**config.mk**
```make
export PLATFORM = sky130hd
export DESIGN_NAME = dca_lsu_inst_arbiter
export DESIGN_NICKNAME = d
export VERILOG_FILES = /design/src/rtl/dca_lsu_inst_arbiter.sv
export SDC_FILE = /design/constraint.sdc
export NUM_CORES = 1
export LEC_CHECK = 0
export CAP_MARGIN = 20
export CORE_MARGIN = 2
export CORE_UTILIZATION = 25
export CTS_CLUSTER_SIZE = 30
export DETAILED_ROUTE_END_ITERATION = 12
export GPL_TIMING_DRIVEN = 0
export MAX_ROUTING_LAYER = met4
export PLACE_DENSITY = 0.7
export SLEW_MARGIN = 10
export SYNTH_ARGS = -nofsm -noshare
export SYNTH_HDL_FRONTEND = slang
export SYNTH_SLANG_ARGS = --single-unit
```
**constraint.sdc**
```tcl
create_clock -name clk -period 8.25 [get_ports clk]
set_input_delay 2.475 -clock clk [delete_from_list [all_inputs] [get_ports clk]]
set_output_delay 2.475 -clock clk [all_outputs]
set_load 0.005 [all_outputs]
```
**src/rtl/dca_lsu_inst_arbiter.sv**
```systemverilog
// Round-robin arbiter sharing one LSU instruction port between NUM_REQ issuers,
// with a one-entry registered output stage and per-requester outstanding tracking.
`ifndef BW_DCA_MATRIX_LSU_INST
`define BW_DCA_MATRIX_LSU_INST 64
`endif

module dca_lsu_inst_arbiter #(
   parameter  int NUM_REQ         = 3,
   parameter  int BW_INST         = `BW_DCA_MATRIX_LSU_INST,
   parameter  int MAX_OUTSTANDING = 2,
   localparam int BW_ID           = (NUM_REQ > 1) ? $clog2(NUM_REQ) : 1,
   localparam int BW_CNT          = $clog2(MAX_OUTSTANDING + 1)
) (
   input  logic                       clk,
   input  logic                       rst,
   input  logic                       clear,
   input  logic                       enable,
   input  logic [NUM_REQ-1:0]         req_valid,
   output logic [NUM_REQ-1:0]         req_ready,
   input  logic [NUM_REQ*BW_INST-1:0] req_inst,
   output logic [NUM_REQ-1:0]         req_done,
   output logic                       lsu_valid,
   input  logic                       lsu_ready,
   output logic [BW_INST-1:0]         lsu_inst,
   output logic [BW_ID-1:0]           lsu_id,
   input  logic                       lsu_done,
   input  logic [BW_ID-1:0]           lsu_done_id,
   output logic                       busy,
   output logic                       err
);

   typedef enum logic {EMPTY, HOLD} state_t;

   localparam logic [BW_ID-1:0]  FIRST_PTR = BW_ID'(NUM_REQ - 1);
   localparam logic [BW_CNT-1:0] CNT_MAX   = BW_CNT'(MAX_OUTSTANDING);

   state_t               state;
   logic [BW_ID-1:0]     last_grant;
   logic [BW_CNT-1:0]    cnt [NUM_REQ];

   logic [NUM_REQ-1:0]   eligible;
   logic                 slot_free;
   logic                 hi_any, lo_any, grant_any, grant_fire;
   logic [BW_ID-1:0]     hi_id, lo_id, grant_id;
   logic [NUM_REQ-1:0]   grant_vec;
   logic [BW_INST-1:0]   grant_inst;
   logic [NUM_REQ-1:0]   done_vec;
   logic                 done_bad;
   logic                 cnt_any;

   assign lsu_valid = (state == HOLD);
   assign slot_free = !lsu_valid || lsu_ready;

   // NOTE: every combinational output gets a default first so no path infers a latch.
   always_comb begin
      eligible = '0;
      cnt_any  = 1'b0;
      for (int i = 0; i < NUM_REQ; i++) begin
         eligible[i] = req_valid[i] && (cnt[i] < CNT_MAX);
         cnt_any     = cnt_any || (cnt[i] != '0);
      end
   end

   // Lowest eligible index above the last grant wins; otherwise wrap to the lowest overall.
   always_comb begin
      hi_any = 1'b0;
      hi_id  = '0;
      lo_any = 1'b0;
      lo_id  = '0;
      for (int i = NUM_REQ - 1; i >= 0; i--) begin
         if (eligible[i]) begin
            if (i > int'(last_grant)) begin
               hi_any = 1'b1;
               hi_id  = BW_ID'(i);
            end else begin
               lo_any = 1'b1;
               lo_id  = BW_ID'(i);
            end
         end
      end
      grant_any = hi_any || lo_any;
      grant_id  = hi_any ? hi_id : lo_id;
   end

   assign grant_fire = grant_any && enable && !clear && slot_free && !rst;

   always_comb begin
      grant_vec  = '0;
      grant_inst = '0;
      for (int i = 0; i < NUM_REQ; i++) begin
         if (grant_fire && (grant_id == BW_ID'(i))) begin
            grant_vec[i] = 1'b1;
            grant_inst   = req_inst[i*BW_INST +: BW_INST];
         end
      end
   end

   assign req_ready = grant_vec;

   // A completion is valid only for an in-range requester that has something outstanding.
   always_comb begin
      done_vec = '0;
      for (int i = 0; i < NUM_REQ; i++) begin
         if (lsu_done && !clear && (lsu_done_id == BW_ID'(i)) && (cnt[i] != '0))
            done_vec[i] = 1'b1;
      end
      done_bad = lsu_done && !clear && (done_vec == '0);
   end

   assign busy = !rst && (lsu_valid || cnt_any);

   // NOTE: sequential state uses non-blocking assignments so every flop samples pre-edge values.
   always_ff @(posedge clk or posedge rst) begin
      if (rst) begin
         state      <= EMPTY;
         lsu_inst   <= '0;
         lsu_id     <= '0;
         last_grant <= FIRST_PTR;
         req_done   <= '0;
         err        <= 1'b0;
      end else if (clear) begin
         state      <= EMPTY;
         last_grant <= FIRST_PTR;
         req_done   <= '0;
         err        <= 1'b0;
      end else begin
         if (grant_fire) begin
            state      <= HOLD;
            lsu_inst   <= grant_inst;
            lsu_id     <= grant_id;
            last_grant <= grant_id;
         end else if (lsu_valid && lsu_ready) begin
            state <= EMPTY;
         end
         req_done <= done_vec;
         if (done_bad)
            err <= 1'b1;
      end
   end

   // NOTE: the counter array is reset like any flop; busy and eligibility read it from the first cycle.
   always_ff @(posedge clk or posedge rst) begin
      if (rst) begin
         for (int i = 0; i < NUM_REQ; i++)
            cnt[i] <= '0;
      end else if (clear) begin
         for (int i = 0; i < NUM_REQ; i++)
            cnt[i] <= '0;
      end else begin
         for (int i = 0; i < NUM_REQ; i++) begin
            if (grant_vec[i] && !done_vec[i] && (cnt[i] != CNT_MAX))
               cnt[i] <= cnt[i] + 1'b1;
            else if (done_vec[i] && !grant_vec[i] && (cnt[i] != '0))
               cnt[i] <= cnt[i] - 1'b1;
         end
      end
   end

`ifndef SYNTHESIS
   a_ready_onehot : assert property (@(posedge clk) disable iff (rst) $onehot0(req_ready));
   a_hold_stable  : assert property (@(posedge clk) disable iff (rst || clear)
                       (lsu_valid && !lsu_ready) |=> (lsu_valid && $stable(lsu_inst) && $stable(lsu_id)));
`endif

endmodule

```
==> Word level (Yosys, flattened, before mapping) <==
Index checks and enable logic that the tools add are counted.
{ "totals": {"reg_bits": 79, "output_inout_bits": 75, "word_cells": 130} }
{ "classes": {"n_addsub": 6, "order_cmp": 5, "eq_ne": 7, "muxes": 43, "bitwise_logic": 1, "n_reduce_logical": 59} }
{ "op_table": {"columns": ["op", "count"], "rows": [
  ["$mux 64", 3],
  ["$mux 2", 18],
  ["$logic_and 1x1->1", 32],
  ["$mux 1", 20],
  ["$reduce_bool 3->1", 4],
  ["$reduce_bool 2->1", 5],
  ["$logic_not 1->1", 9],
  ["$add 2x1->2 const B", 3],
  ["$lt 2x2->1 const B", 3],
  ["$mux 6", 1],
  ["$ne 2x2->1 const B", 3],
  ["$sub 2x1->2 const B", 3],
  ["$logic_or 1x1->1", 5],
  ["$eq 2x1->1 const B", 2],
  ["$eq 2x2->1 const B", 2],
  ["$logic_not 2->1", 2],
  ["$logic_not 3->1", 1],
  ["$mux 3", 1],
  ["$gt 1x2->1 const A", 1],
  ["$gt 2x2->1 const A", 1],
  ["$reduce_and 2->1", 1],
  ["$not 1->1", 1]
]} }

==> Depth between registers and ports, before layout <==
{ "depth": {"depth_word": 19, "mapped_depth": 9} }

==> Worst setup path after synthesis <==
Ideal clock, no wire load.
{ "synth_path": {"path_type": "input to output", "start": "input port rst", "end": "output port req_ready[2]", "arrival_ns": 5.194, "t_required_ns": 5.775, "path_slack_ns": 0.581, "stages": 6, "path_buffers": 2, "cell_sequence": "inv_1 -> nand4_4 -> or3_1 -> clkbuf_1 -> buf_6 -> inv_2"} }
{ "synth_between": {"elab_chain_cells": 4} }
{ "synth_lines": {"columns": ["element", "line_no", "text"], "rows": [
  ["start, declared", "15", "input logic rst,"],
  ["$logic_not 1->1 (no line)", null, null],
  ["$logic_and 1x1->1", "85", "assign grant_fire = grant_any && enable && !clear && slot_free && !rst;"],
  ["$logic_and 1x1->1", "91", "if (grant_fire && (grant_id == BW_ID'(i))) begin"],
  ["$mux 1", "91", null],
  ["end, declared", "19", "output logic [NUM_REQ-1:0] req_ready,"]
]} }
No other way between the ends.

==> Worst setup path in the final report <==
Same ends and word-level chain as after synthesis.

==> flow_metrics.tcl <==
set metrics [dict create \
    hold_path_depth 2 \
    postRouteWirelength_um 15700 \
    final_cell_mix "clkdlybuf4s50_1, o22ai_1, dfrtp_1, a21oi_1, clkbuf_1" \
    dr.pass1.iters 4 \
    netlist_instances 377 \
    hold_end "lsu_id[1]$_DFFE_PP0P_" \
    grt_overflow 0 \
    yosysWarnings 0 \
    diodes 0 \
    cp.arrival_ns 4.93 \
    postSynthNetCount 580 \
    cts_hold_buffers 0 \
    place.gp.congestion 0.858 \
    fillers 1405 \
    row_count 45 \
    cp-end-kind "output pin" \
    io_pins 278 \
    layout_commonest_cell "clkdlybuf4s50_1" \
    nNetsFinal 868 \
    maxCapViolations 0 \
    fmax_mhz 135 \
    relSlewSlack 0.514 \
    initial_core_util 0.255 \
    synth.cell_area_um2 3860 \
    slowest_stage "clkdlybuf4s50_1" \
    clock_latency_ns 0.33 \
    r2r_cells 6 \
    min_period_ns 7.41 \
    die_w_um 128 \
    clock-root-buffer "clkbuf_16" \
    wl_per_cell_um 18.3 \
    grt_max_degree 43 \
    crit_path_frequent_cell "clkdlybuf4s50_1" \
    dpl.cell_count 842 \
    post-route-period-util 0.898 \
    r2r-end "lsu_inst[13]$_DFFE_PP0P_" \
    outcome "completed" \
    hp-class "flop to flop" \
    cp.buffers_inverters 6 \
    p_leak_nw 2.76 \
    power_density_nw_per_um2 192 \
    h-tree-depth 3 \
    die_h_um 128 \
    synth.avg_cell_area_um2 10.2 \
    worstHoldStart "lsu_id[1]$_DFFE_PP0P_" \
    ff2ff_setup_slack_ns 6.02 \
    antenna_found_initial 0 \
    start_kind "input pin" \
    hpwlAfterDp_um 12100 \
    worst-path-max-fanout 39 \
    core_um2 15100 \
    clkSlewWorstSetupHoldPaths_ns 0.06 \
    drcViolationCount 0 \
    crit_path_max_incr_delay_ns 0.50 \
    avgViaCountPerCell 5.14 \
    cts_tree "yes" \
    drive_gt1_frac 0.0882 \
    drt_iter0_drc 209 \
    die_area_um2 16500 \
    grt_pass1_vias 4541 \
    ctsResizeCount 0 \
    crit_path_cell_trace "clkdlybuf4s50_1 > inv_4 > nand4_4 > or3_1 > clkbuf_1 > buf_6 > inv_2 > clkdlybuf4s50_1" \
    io_buffers 276 \
    vias 4407 \
    fin_util 0.475 \
    hold_violations 0 \
    clockBufferDepth 2 \
    grt_pass1_wl_um 23700 \
    ys_types 42 \
    grt_usage 0.190 \
    finalSetupViolations 0 \
    ys_seq_area_frac 0.512 \
    rr_startpoint "lsu_valid$_DFFE_PP0P_" \
    critPathKind "input pin to output pin" \
    ir_worst_vdd_mv 0.106 \
    cts_setup_buffers 0 \
    slew_violations 0 \
    required_ns 5.78 \
    instances_no_fill 857 \
    cp_top_family "buffers and inverters" \
    cts_buffers 9 \
    multi_input_area_um2 1620 \
    finClkSkew_ns 0.00517 \
    clock-sinks 79 \
    area_delta_synth_final_pct 86.3 \
    ant_nets 0 \
    rsz0062_at_grt "false" \
    seqCellArea_um2 1980 \
    ys_seq_elements 79 \
    tightest_slew_ns 0.729 \
]
-- synthesized netlist by cell type --
| library cell | n | area share |
|---|---|---|
| nor4b_1 | 1 | 0.0023 |
| inv_2 | 1 | 0.00097 |
| nand4b_1 | 1 | 0.0023 |
| clkinv_4 | 1 | 0.0023 |
| a31o_2 | 1 | 0.0023 |
| inv_1 | 7 | 0.0068 |
| a41oi_1 | 1 | 0.0023 |
| dfrtp_1 | 78 | 0.51 |
| buf_6 | 8 | 0.023 |
| nor2_1 | 6 | 0.0058 |
| or4b_4 | 1 | 0.0036 |
| o211a_1 | 1 | 0.0026 |
| nand2b_1 | 4 | 0.0065 |
| buf_4 | 2 | 0.0039 |
| nand3b_1 | 1 | 0.0019 |
| or3_1 | 1 | 0.0016 |
| clkbuf_1 | 24 | 0.023 |
| or3b_1 | 1 | 0.0023 |
| or4b_1 | 1 | 0.0026 |
| a21oi_1 | 68 | 0.088 |
| nand2_1 | 7 | 0.0068 |
| or2_2 | 1 | 0.0016 |
| nor2b_1 | 1 | 0.0016 |
| a211oi_1 | 1 | 0.0019 |
| xnor2_1 | 1 | 0.0023 |
| nor3_1 | 2 | 0.0026 |
| a31oi_1 | 2 | 0.0032 |
| o22ai_2 | 18 | 0.058 |
| buf_2 | 5 | 0.0065 |
| dfstp_2 | 1 | 0.0068 |
| and2_1 | 1 | 0.0016 |
| o211ai_1 | 1 | 0.0019 |
| o22ai_1 | 110 | 0.18 |
| nand3_1 | 2 | 0.0026 |
| a41oi_2 | 1 | 0.0042 |
| a221oi_2 | 1 | 0.0039 |
| nand4_4 | 1 | 0.0055 |
| o21ai_0 | 7 | 0.0091 |
| nand2b_4 | 1 | 0.0036 |
| xor2_1 | 1 | 0.0023 |
| and3_1 | 2 | 0.0032 |
| or4_1 | 1 | 0.0019 |
-- cell type report --
class / instances / area share
timing repair buffer: 277 / 0.387
buffer: 39 / 0.0306
inverter: 9 / 0.00574
clock inverter: 4 / 0.00974
tap: 188 / 0.0327
sequential: 79 / 0.275
multi-input combinational: 250 / 0.226
clock buffer: 11 / 0.0337
-- cell families (layout without fill, tap and decap cells) --
family,after synthesis,after routing,share of synthesized area
AOI/OAI and AO/OA,212,212,0.356
buffers and inverters,48,340,0.0671
and+or+nand+nor,36,36,0.0600
DFF,79,79,0.512
xor gates and xnor gates,2,2,0.00454
-- through the flow --
step           power [mW]  setup TNS [ns]  setup slack (ns)  instance area, µm²  hold WS, ns
2_1_floorplan       0.667               0             0.581                3860        0.467
3_3_place_gp        0.956           -3.41             -1.37                6860        0.462
3_5_place_dp        0.968               0             0.770                6880        0.497
4_1_cts              1.40               0             0.765                7190        0.519
5_1_grt              1.45               0             0.588                7190        0.546
6_report             1.38               0             0.842                7190        0.512
-- worst max path at each step --
stage,slack [ns],end,cells after the start,from
2_1_floorplan,0.58,req_ready[2],6,rst
3_3_place_gp,-1.37,req_ready[2],8,rst
3_5_place_dp,0.77,req_ready[2],8,rst
4_1_cts,0.76,req_ready[2],8,rst
5_1_grt,0.59,req_ready[2],8,rst
6_report,0.84,req_ready[2],8,rst
-- routing by layer --
layer  vias to the layer above  part of all wire  track usage
li1                       2071                 -            -
met1                      2110              0.41        0.225
met2                       196              0.49        0.320
met3                        30             0.067       0.0384
met4                         0             0.026       0.0679
met5                         -                 0            -
-- tightest hold or removal path: cells and delay by family, from the launching register on --
kind / cells / cell delay (ns)
and+or+nand+nor: 2 / 0.12
DFF: 1 / 0.36
-- where the power goes --
group	switching, mW	internal (mW)
combinational	0.154	0.296
sequential	0.0460	0.463
clock	0.155	0.271
-- sequential cells by signal, summed over array words and instances, names as in the netlist --
| name | count |
|---|---|
| lsu_inst | 64 |
| cnt | 6 |
| req_done | 3 |
| last_grant | 2 |
| lsu_id | 2 |
| err | 1 |
| lsu_valid | 1 |
No activity file was read; power rests on OpenSTA's default activity.
